$ cat src/rtl/fp_mul_pkg.sv
// fp_mul_pkg: shared binary32 constants, rounding modes and result record for the fp32 multiplier
package fp_mul_pkg;
    localparam int EXP_W    = 8;
    localparam int MAN_W    = 23;
    localparam int SIG_W    = 24;
    localparam int PROD_W   = 48;
    localparam int EXP_BIAS = 127;
    localparam logic [31:0] QNAN       = 32'h7FC00000;
    localparam logic [31:0] POS_INF    = 32'h7F800000;
    localparam logic [31:0] NEG_INF    = 32'hFF800000;
    localparam logic [31:0] MAX_FINITE = 32'h7F7FFFFF;
    typedef enum logic [2:0] {RNE, RTZ, RDN, RUP, RMM} rmode_e;
    typedef struct packed {
        logic [31:0] z;
        logic        ovrf;
        logic        udrf;
    } res_t;
    function automatic rmode_e decode_mode(input logic [3:0] m);
        return (m > 4'd4) ? RNE : rmode_e'(m[2:0]);
    endfunction
endpackage

$ cat src/rtl/fp_round.sv
// fp_round: rounds a normalized 24-bit significand using guard/round/sticky and the rounding mode
module fp_round
    import fp_mul_pkg::*;
(
    input  logic             sign,
    input  logic [SIG_W-1:0] sig,
    input  logic             guard,
    input  logic             round,
    input  logic             sticky,
    input  rmode_e           mode,
    output logic [SIG_W-1:0] sig_out,
    output logic             carry
);
    logic             inc;
    logic [SIG_W:0]   sum;
    // Pick the increment from the discarded bits, add it, and renormalize on carry-out
    always_comb begin
        inc = 1'b0;
        case (mode)
            RNE:     inc = guard & (round | sticky | sig[0]);
            RDN:     inc = sign & (guard | round | sticky);
            RUP:     inc = ~sign & (guard | round | sticky);
            RMM:     inc = guard;
            default: inc = 1'b0;
        endcase
        sum     = {1'b0, sig} + {{SIG_W{1'b0}}, inc};
        carry   = sum[SIG_W];
        sig_out = carry ? sum[SIG_W:1] : sum[SIG_W-1:0];
    end
endmodule

$ cat src/rtl/fp32_mul_pipe.sv
// fp32_mul_pipe: three-stage pipelined binary32 multiplier with flush-to-zero and five rounding modes
module fp32_mul_pipe
    import fp_mul_pkg::*;
#(
    parameter int LATENCY = 3
) (
    input  logic        clk,
    input  logic        rst,
    input  logic        in_valid,
    input  logic [3:0]  r_mode,
    input  logic [31:0] fp_X,
    input  logic [31:0] fp_Y,
    output logic        out_valid,
    output logic [31:0] fp_Z,
    output logic        ovrf,
    output logic        udrf
);
    logic x_zero, y_zero, x_inf, y_inf, x_nan, y_nan, any_nan, any_inf;
    assign x_zero  = fp_X[MAN_W +: EXP_W] == '0;
    assign y_zero  = fp_Y[MAN_W +: EXP_W] == '0;
    assign x_inf   = (&fp_X[MAN_W +: EXP_W]) & ~(|fp_X[MAN_W-1:0]);
    assign y_inf   = (&fp_Y[MAN_W +: EXP_W]) & ~(|fp_Y[MAN_W-1:0]);
    assign x_nan   = (&fp_X[MAN_W +: EXP_W]) & (|fp_X[MAN_W-1:0]);
    assign y_nan   = (&fp_Y[MAN_W +: EXP_W]) & (|fp_Y[MAN_W-1:0]);
    assign any_nan = x_nan | y_nan | (x_inf & y_zero) | (y_inf & x_zero);
    assign any_inf = (x_inf | y_inf) & ~any_nan;

    logic              s1_v, s1_sign, s1_nan, s1_inf, s1_zero;
    logic signed [9:0] s1_exp;
    logic [PROD_W-1:0] s1_prod;
    rmode_e            s1_mode;
    // Stage 1: classify operands, sign, biased exponent sum and raw significand product
    always_ff @(posedge clk) begin
        s1_v    <= in_valid & ~rst;
        s1_sign <= fp_X[31] ^ fp_Y[31];
        s1_nan  <= any_nan;
        s1_inf  <= any_inf;
        s1_zero <= (x_zero | y_zero) & ~any_nan;
        s1_exp  <= 10'(fp_X[MAN_W +: EXP_W]) + 10'(fp_Y[MAN_W +: EXP_W]) - 10'(EXP_BIAS);
        s1_prod <= {1'b1, fp_X[MAN_W-1:0]} * {1'b1, fp_Y[MAN_W-1:0]};
        s1_mode <= decode_mode(r_mode);
    end

    logic              s2_v, s2_sign, s2_nan, s2_inf, s2_zero, s2_g, s2_r, s2_st;
    logic signed [9:0] s2_exp;
    logic [SIG_W-1:0]  s2_sig;
    rmode_e            s2_mode;
    // Stage 2: normalize the product so its leading one sits at the top of the 24-bit significand
    always_ff @(posedge clk) begin
        s2_v    <= s1_v & ~rst;
        s2_sign <= s1_sign;
        s2_nan  <= s1_nan;
        s2_inf  <= s1_inf;
        s2_zero <= s1_zero;
        s2_mode <= s1_mode;
        s2_exp  <= s1_exp + 10'(s1_prod[PROD_W-1]);
        s2_sig  <= s1_prod[PROD_W-1] ? s1_prod[47:24] : s1_prod[46:23];
        s2_g    <= s1_prod[PROD_W-1] ? s1_prod[23] : s1_prod[22];
        s2_r    <= s1_prod[PROD_W-1] ? s1_prod[22] : s1_prod[21];
        s2_st   <= s1_prod[PROD_W-1] ? |s1_prod[21:0] : |s1_prod[20:0];
    end

    logic [SIG_W-1:0]  r_sig;
    logic              r_carry, ovf, unf, to_inf;
    logic signed [9:0] e3;
    res_t              r3;
    fp_round u_round (
        .sign    (s2_sign),
        .sig     (s2_sig),
        .guard   (s2_g),
        .round   (s2_r),
        .sticky  (s2_st),
        .mode    (s2_mode),
        .sig_out (r_sig),
        .carry   (r_carry)
    );
    assign e3     = s2_exp + 10'(r_carry);
    assign ovf    = e3 >= 10'sd255;
    assign unf    = (e3 <= 10'sd0) | ~r_sig[SIG_W-1];
    assign to_inf = (s2_mode == RNE) | (s2_mode == RMM) | ((s2_mode == RUP) & ~s2_sign) | ((s2_mode == RDN) & s2_sign);
    // Stage 3: pick special, saturated, flushed or packed normal result
    always_comb begin
        r3.z    = s2_nan  ? QNAN :
                  s2_inf  ? (s2_sign ? NEG_INF : POS_INF) :
                  s2_zero ? {s2_sign, 31'd0} :
                  ovf     ? (to_inf ? (s2_sign ? NEG_INF : POS_INF) : {s2_sign, MAX_FINITE[30:0]}) :
                  unf     ? {s2_sign, 31'd0} :
                            {s2_sign, e3[EXP_W-1:0], r_sig[MAN_W-1:0]};
        r3.ovrf = ~s2_nan & ~s2_inf & ~s2_zero & ovf;
        r3.udrf = ~s2_nan & ~s2_inf & ~s2_zero & ~ovf & unf;
    end

    logic fv;
    res_t fr;
    generate
        if (LATENCY > 3) begin : g_dly
            localparam int D = LATENCY - 3;
            logic [D-1:0] dv;
            res_t         dr [D];
            // Extra delay stages when more latency than the three compute stages is requested
            always_ff @(posedge clk) begin
                dv[0] <= s2_v & ~rst;
                dr[0] <= r3;
                for (int i = 1; i < D; i++) begin
                    dv[i] <= dv[i-1] & ~rst;
                    dr[i] <= dr[i-1];
                end
            end
            assign fv = dv[D-1];
            assign fr = dr[D-1];
        end else begin : g_nodly
            assign fv = s2_v;
            assign fr = r3;
        end
    endgenerate

    // Output register: load on a valid result, otherwise hold the last one
    always_ff @(posedge clk) begin
        if (rst) begin
            out_valid <= 1'b0;
            fp_Z      <= '0;
            ovrf      <= 1'b0;
            udrf      <= 1'b0;
        end else begin
            out_valid <= fv;
            if (fv) {fp_Z, ovrf, udrf} <= fr;
        end
    end
endmodule

$ cat config.mk
export PLATFORM = sky130hd
export DESIGN_NAME = fp32_mul_pipe
export DESIGN_NICKNAME = d
export VERILOG_FILES = /design/src/rtl/fp_mul_pkg.sv /design/src/rtl/fp_round.sv /design/src/rtl/fp32_mul_pipe.sv
export SDC_FILE = /design/constraint.sdc
export NUM_CORES = 2
export LEC_CHECK = 0
export CORE_MARGIN = 2
export CORE_UTILIZATION = 64
export CTS_BUF_LIST = sky130_fd_sc_hd__clkbuf_4 sky130_fd_sc_hd__clkbuf_8 sky130_fd_sc_hd__clkbuf_16
export DETAILED_ROUTE_END_ITERATION = 10
export MAX_ROUTING_LAYER = met4
export PLACE_DENSITY_LB_ADDON = 0.08
export SYNTH_ARGS = -nofsm -noshare
export SYNTH_HDL_FRONTEND = slang
export SYNTH_HIERARCHICAL = 1
export SYNTH_SLANG_ARGS = --single-unit
$ cat constraint.sdc
create_clock -name clk -period 10 [get_ports clk]
set_input_delay 2 -clock clk [delete_from_list [all_inputs] [get_ports clk]]
set_output_delay 2 -clock clk [all_outputs]
set_load 0.03 [all_outputs]
==> flow_summary.toml <==
[status]
outcome = "complete, no violations"

[place]
place_congestion = 0.977
dp_hpwl_um = 56300
port_buffers = 105

[yosys]
yosysMostFrequentCell = "inv_1"
synthTopCellsByArea = "fa_1 (39%), dfxtp_1 (12%), ha_1 (9.7%)"
yosysWarnings = 6
async_flop_share_pct = 0
ys.flop_type = "dfxtp_1"
synth_cell_type_count = 78
synth_area_per_cell_um2 = 9.00
synth_common_cells = "inv_1 (611), fa_1 (483), nand2_1 (310)"
synth_seq_cells = 146
synth_edf_count = 0
syn-instance-count = 2776
netlist.top_cell.by_area = "fa_1"
ys_seq_area_share_pct = 11.7
synth_top_area_share_pct = 38.7
syn-num-nets = 3524
synth_area_um2 = 25000

[grt]
grt_pass1_wl_um = 109000
grt_pass1_vias = 20300
grt_remaining_overflow = 0
grt_max_degree = 38
grtUsageTotal_pct = 35.5
antenna_found_initial = 0

[route]
avgViaCountPerCell = 5.66
dr.pass1.iters = 5
wl_um = 67300
route.detailed.drc = 0
drt-initial-drc-count = 1660
vias = 19100
antenna_left = 0
avgRoutedWirePerCell_um = 20.0

[final_layout]
diodes = 0
nets = 3584
area_growth_pct = 8.98
drive_gt1_share_pct = 6.04
fill_cells = 3107
area.sequential_um2 = 2920
multi_input_area_um2 = 19200

[floorplanning]
die_area_um2 = 40600
std_cell_rows = 72
start_util_pct = 64.8
ioPinCount = 106
fp.dieW_um = 202
core_um2 = 38600
fp.dieH_um = 202

[timing]
finalSetupViolations = 0
fin_crit_sh_pct = 91.8
period_needed_ns = 9.18
setup_tns_ns = 0
worst_pin_slew_ns = 1.09
slew_viol_final = 0
max_slew_margin_pct = 27.2
max_freq_mhz = 109
fin_skew_ns = 0.00579
hold_viol_final = 0
rsz0062_at_grt = "no"

[clock_network]
cts_max_level = 4
clock_path_buffers = 2
worstSkewPairLatency_ns = 0.42
path_clk_slew_ns = 0.06
holdBufCountCts = 0
post_cts_buffers = 0
cts_tree = "done"
cts_buffers = 17
clkSinkCount = 146
cts-root-buf = "clkbuf_16"
cts_resized = 0

[worst_setup_path]
cp-end-kind = "flip-flop"
crit_fanout = 15
path_class = "in -> reg"
critPathLaunchType = "primary input"
crit_required_ns = 10.31
cp.arrival_ns = 9.48

[hold_path]
worstHoldPathType = "reg -> reg"

[run]
drv_cap = 0
[metal layers]
layer | GRT usage (%) | share of wire, %
met1 | 46.8 | 41
met2 | 55.1 | 46
met3 | 8.18 | 10
met4 | 11.1 | 3.1
met5 | - | 0
[through the flow]
| step | area, um^2 | setup slack, ns | hold WS [ns] | std cells | util, % |
|---|---|---|---|---|---|
| floorplan | 25000 | 1.88 | 0.310 | 2776 | - |
| global placement | 26600 | 0.696 | 0.313 | 3335 | 69.1 |
| detailed placement | 26600 | 0.551 | 0.314 | 3335 | 69.1 |
| CTS | 27200 | 0.979 | 0.327 | 3367 | 70.6 |
| global route | 27200 | 0.620 | 0.328 | 3367 | 70.6 |
| finish | 27200 | 0.822 | 0.325 | 3367 | 70.6 |
[placed cells by master, fill, tap and decap left out, drive strengths merged, types with 7 or more instances in the layout]
cell type / n
and3: 15
buf: 67
o21ai: 37
xnor2: 51
a31oi: 16
xor2: 27
nand2: 310
clkdlybuf4s50: 105
o21a: 12
clkinv: 10
nand4: 26
or3: 7
nor3: 21
inv: 611
clkbuf: 19
nor2b: 8
nor2: 113
nand2b: 7
mux2: 27
dfxtp: 146
fa: 483
a21o: 21
nand3: 33
ha: 194
a21oi: 90
a2bb2oi: 23
and2: 252
o21bai: 15
nor4: 27
[logic make-up (layout without fill, tap and decap cells)]
group / after synthesis / in the layout / share of synthesized area [%]
AOI/OAI and AO/OA: 262 / 262 / 7.51
xor gates and xnor gates: 78 / 78 / 2.73
adders and majority gates: 677 / 677 / 48.4
buffers and inverters: 744 / 817 / 11.4
DFF: 146 / 146 / 11.7
muxes: 29 / 29 / 1.30
and+or+nand+nor: 840 / 840 / 16.9
[worst paths after layout]
path | from | to | slack [ns] | depth (start not counted)
setup / recovery | fp_X[4] | s1_prod[43]$_DFF_P_ | 0.82 | 23
hold / removal | s1_inf$_DFF_P_ | s2_inf$_DFF_P_ | 0.33 | 0
setup reg to reg | s2_mode[2]$_DFF_P_ | fp_Z[1]$_SDFFE_PP0P_ | 4.66 | 19
hold reg to reg | s1_inf$_DFF_P_ | s2_inf$_DFF_P_ | 0.33 | 0
[state kept, by name (all words and copies together) (netlist names), 3 cells and up]
name / cells
s2_sig: 24
s1_exp: 10
s2_exp: 10
s2_mode: 3
s1_prod: 48
fp_Z: 32
s1_mode: 3
[critical path, stage by stage]
cell             delay, ns
clkdlybuf4s50_1       1.09
inv_1                 0.54
nor2_1                0.25
fa_1                  0.44
inv_1                 0.09
fa_1                  0.18
inv_1                 0.06
fa_1                  0.44
fa_1                  0.49
fa_1                  0.50
fa_1                  0.55
inv_1                 0.05
fa_1                  0.48
inv_1                 0.04
ha_1                  0.45
nand4_1               0.15
or4_1                 0.51
a311oi_1              0.32
nand4bb_2             0.28
a31oi_1               0.12
o21ai_1               0.17
a31oi_1               0.12
xnor2_1               0.14
[area by class of cell]
type | instances | area share [%]
well taps | 518 | 2.38
clock inverters | 13 | 0.506
inverters | 613 | 8.45
multi-input cells | 1886 | 70.5
repair buffers | 172 | 5.75
flip-flops and latches | 146 | 10.7
clock buffers | 19 | 1.64
Power is not shown: default switching activity piles up to over one toggle a cycle in this logic, so the estimate is an artifact.
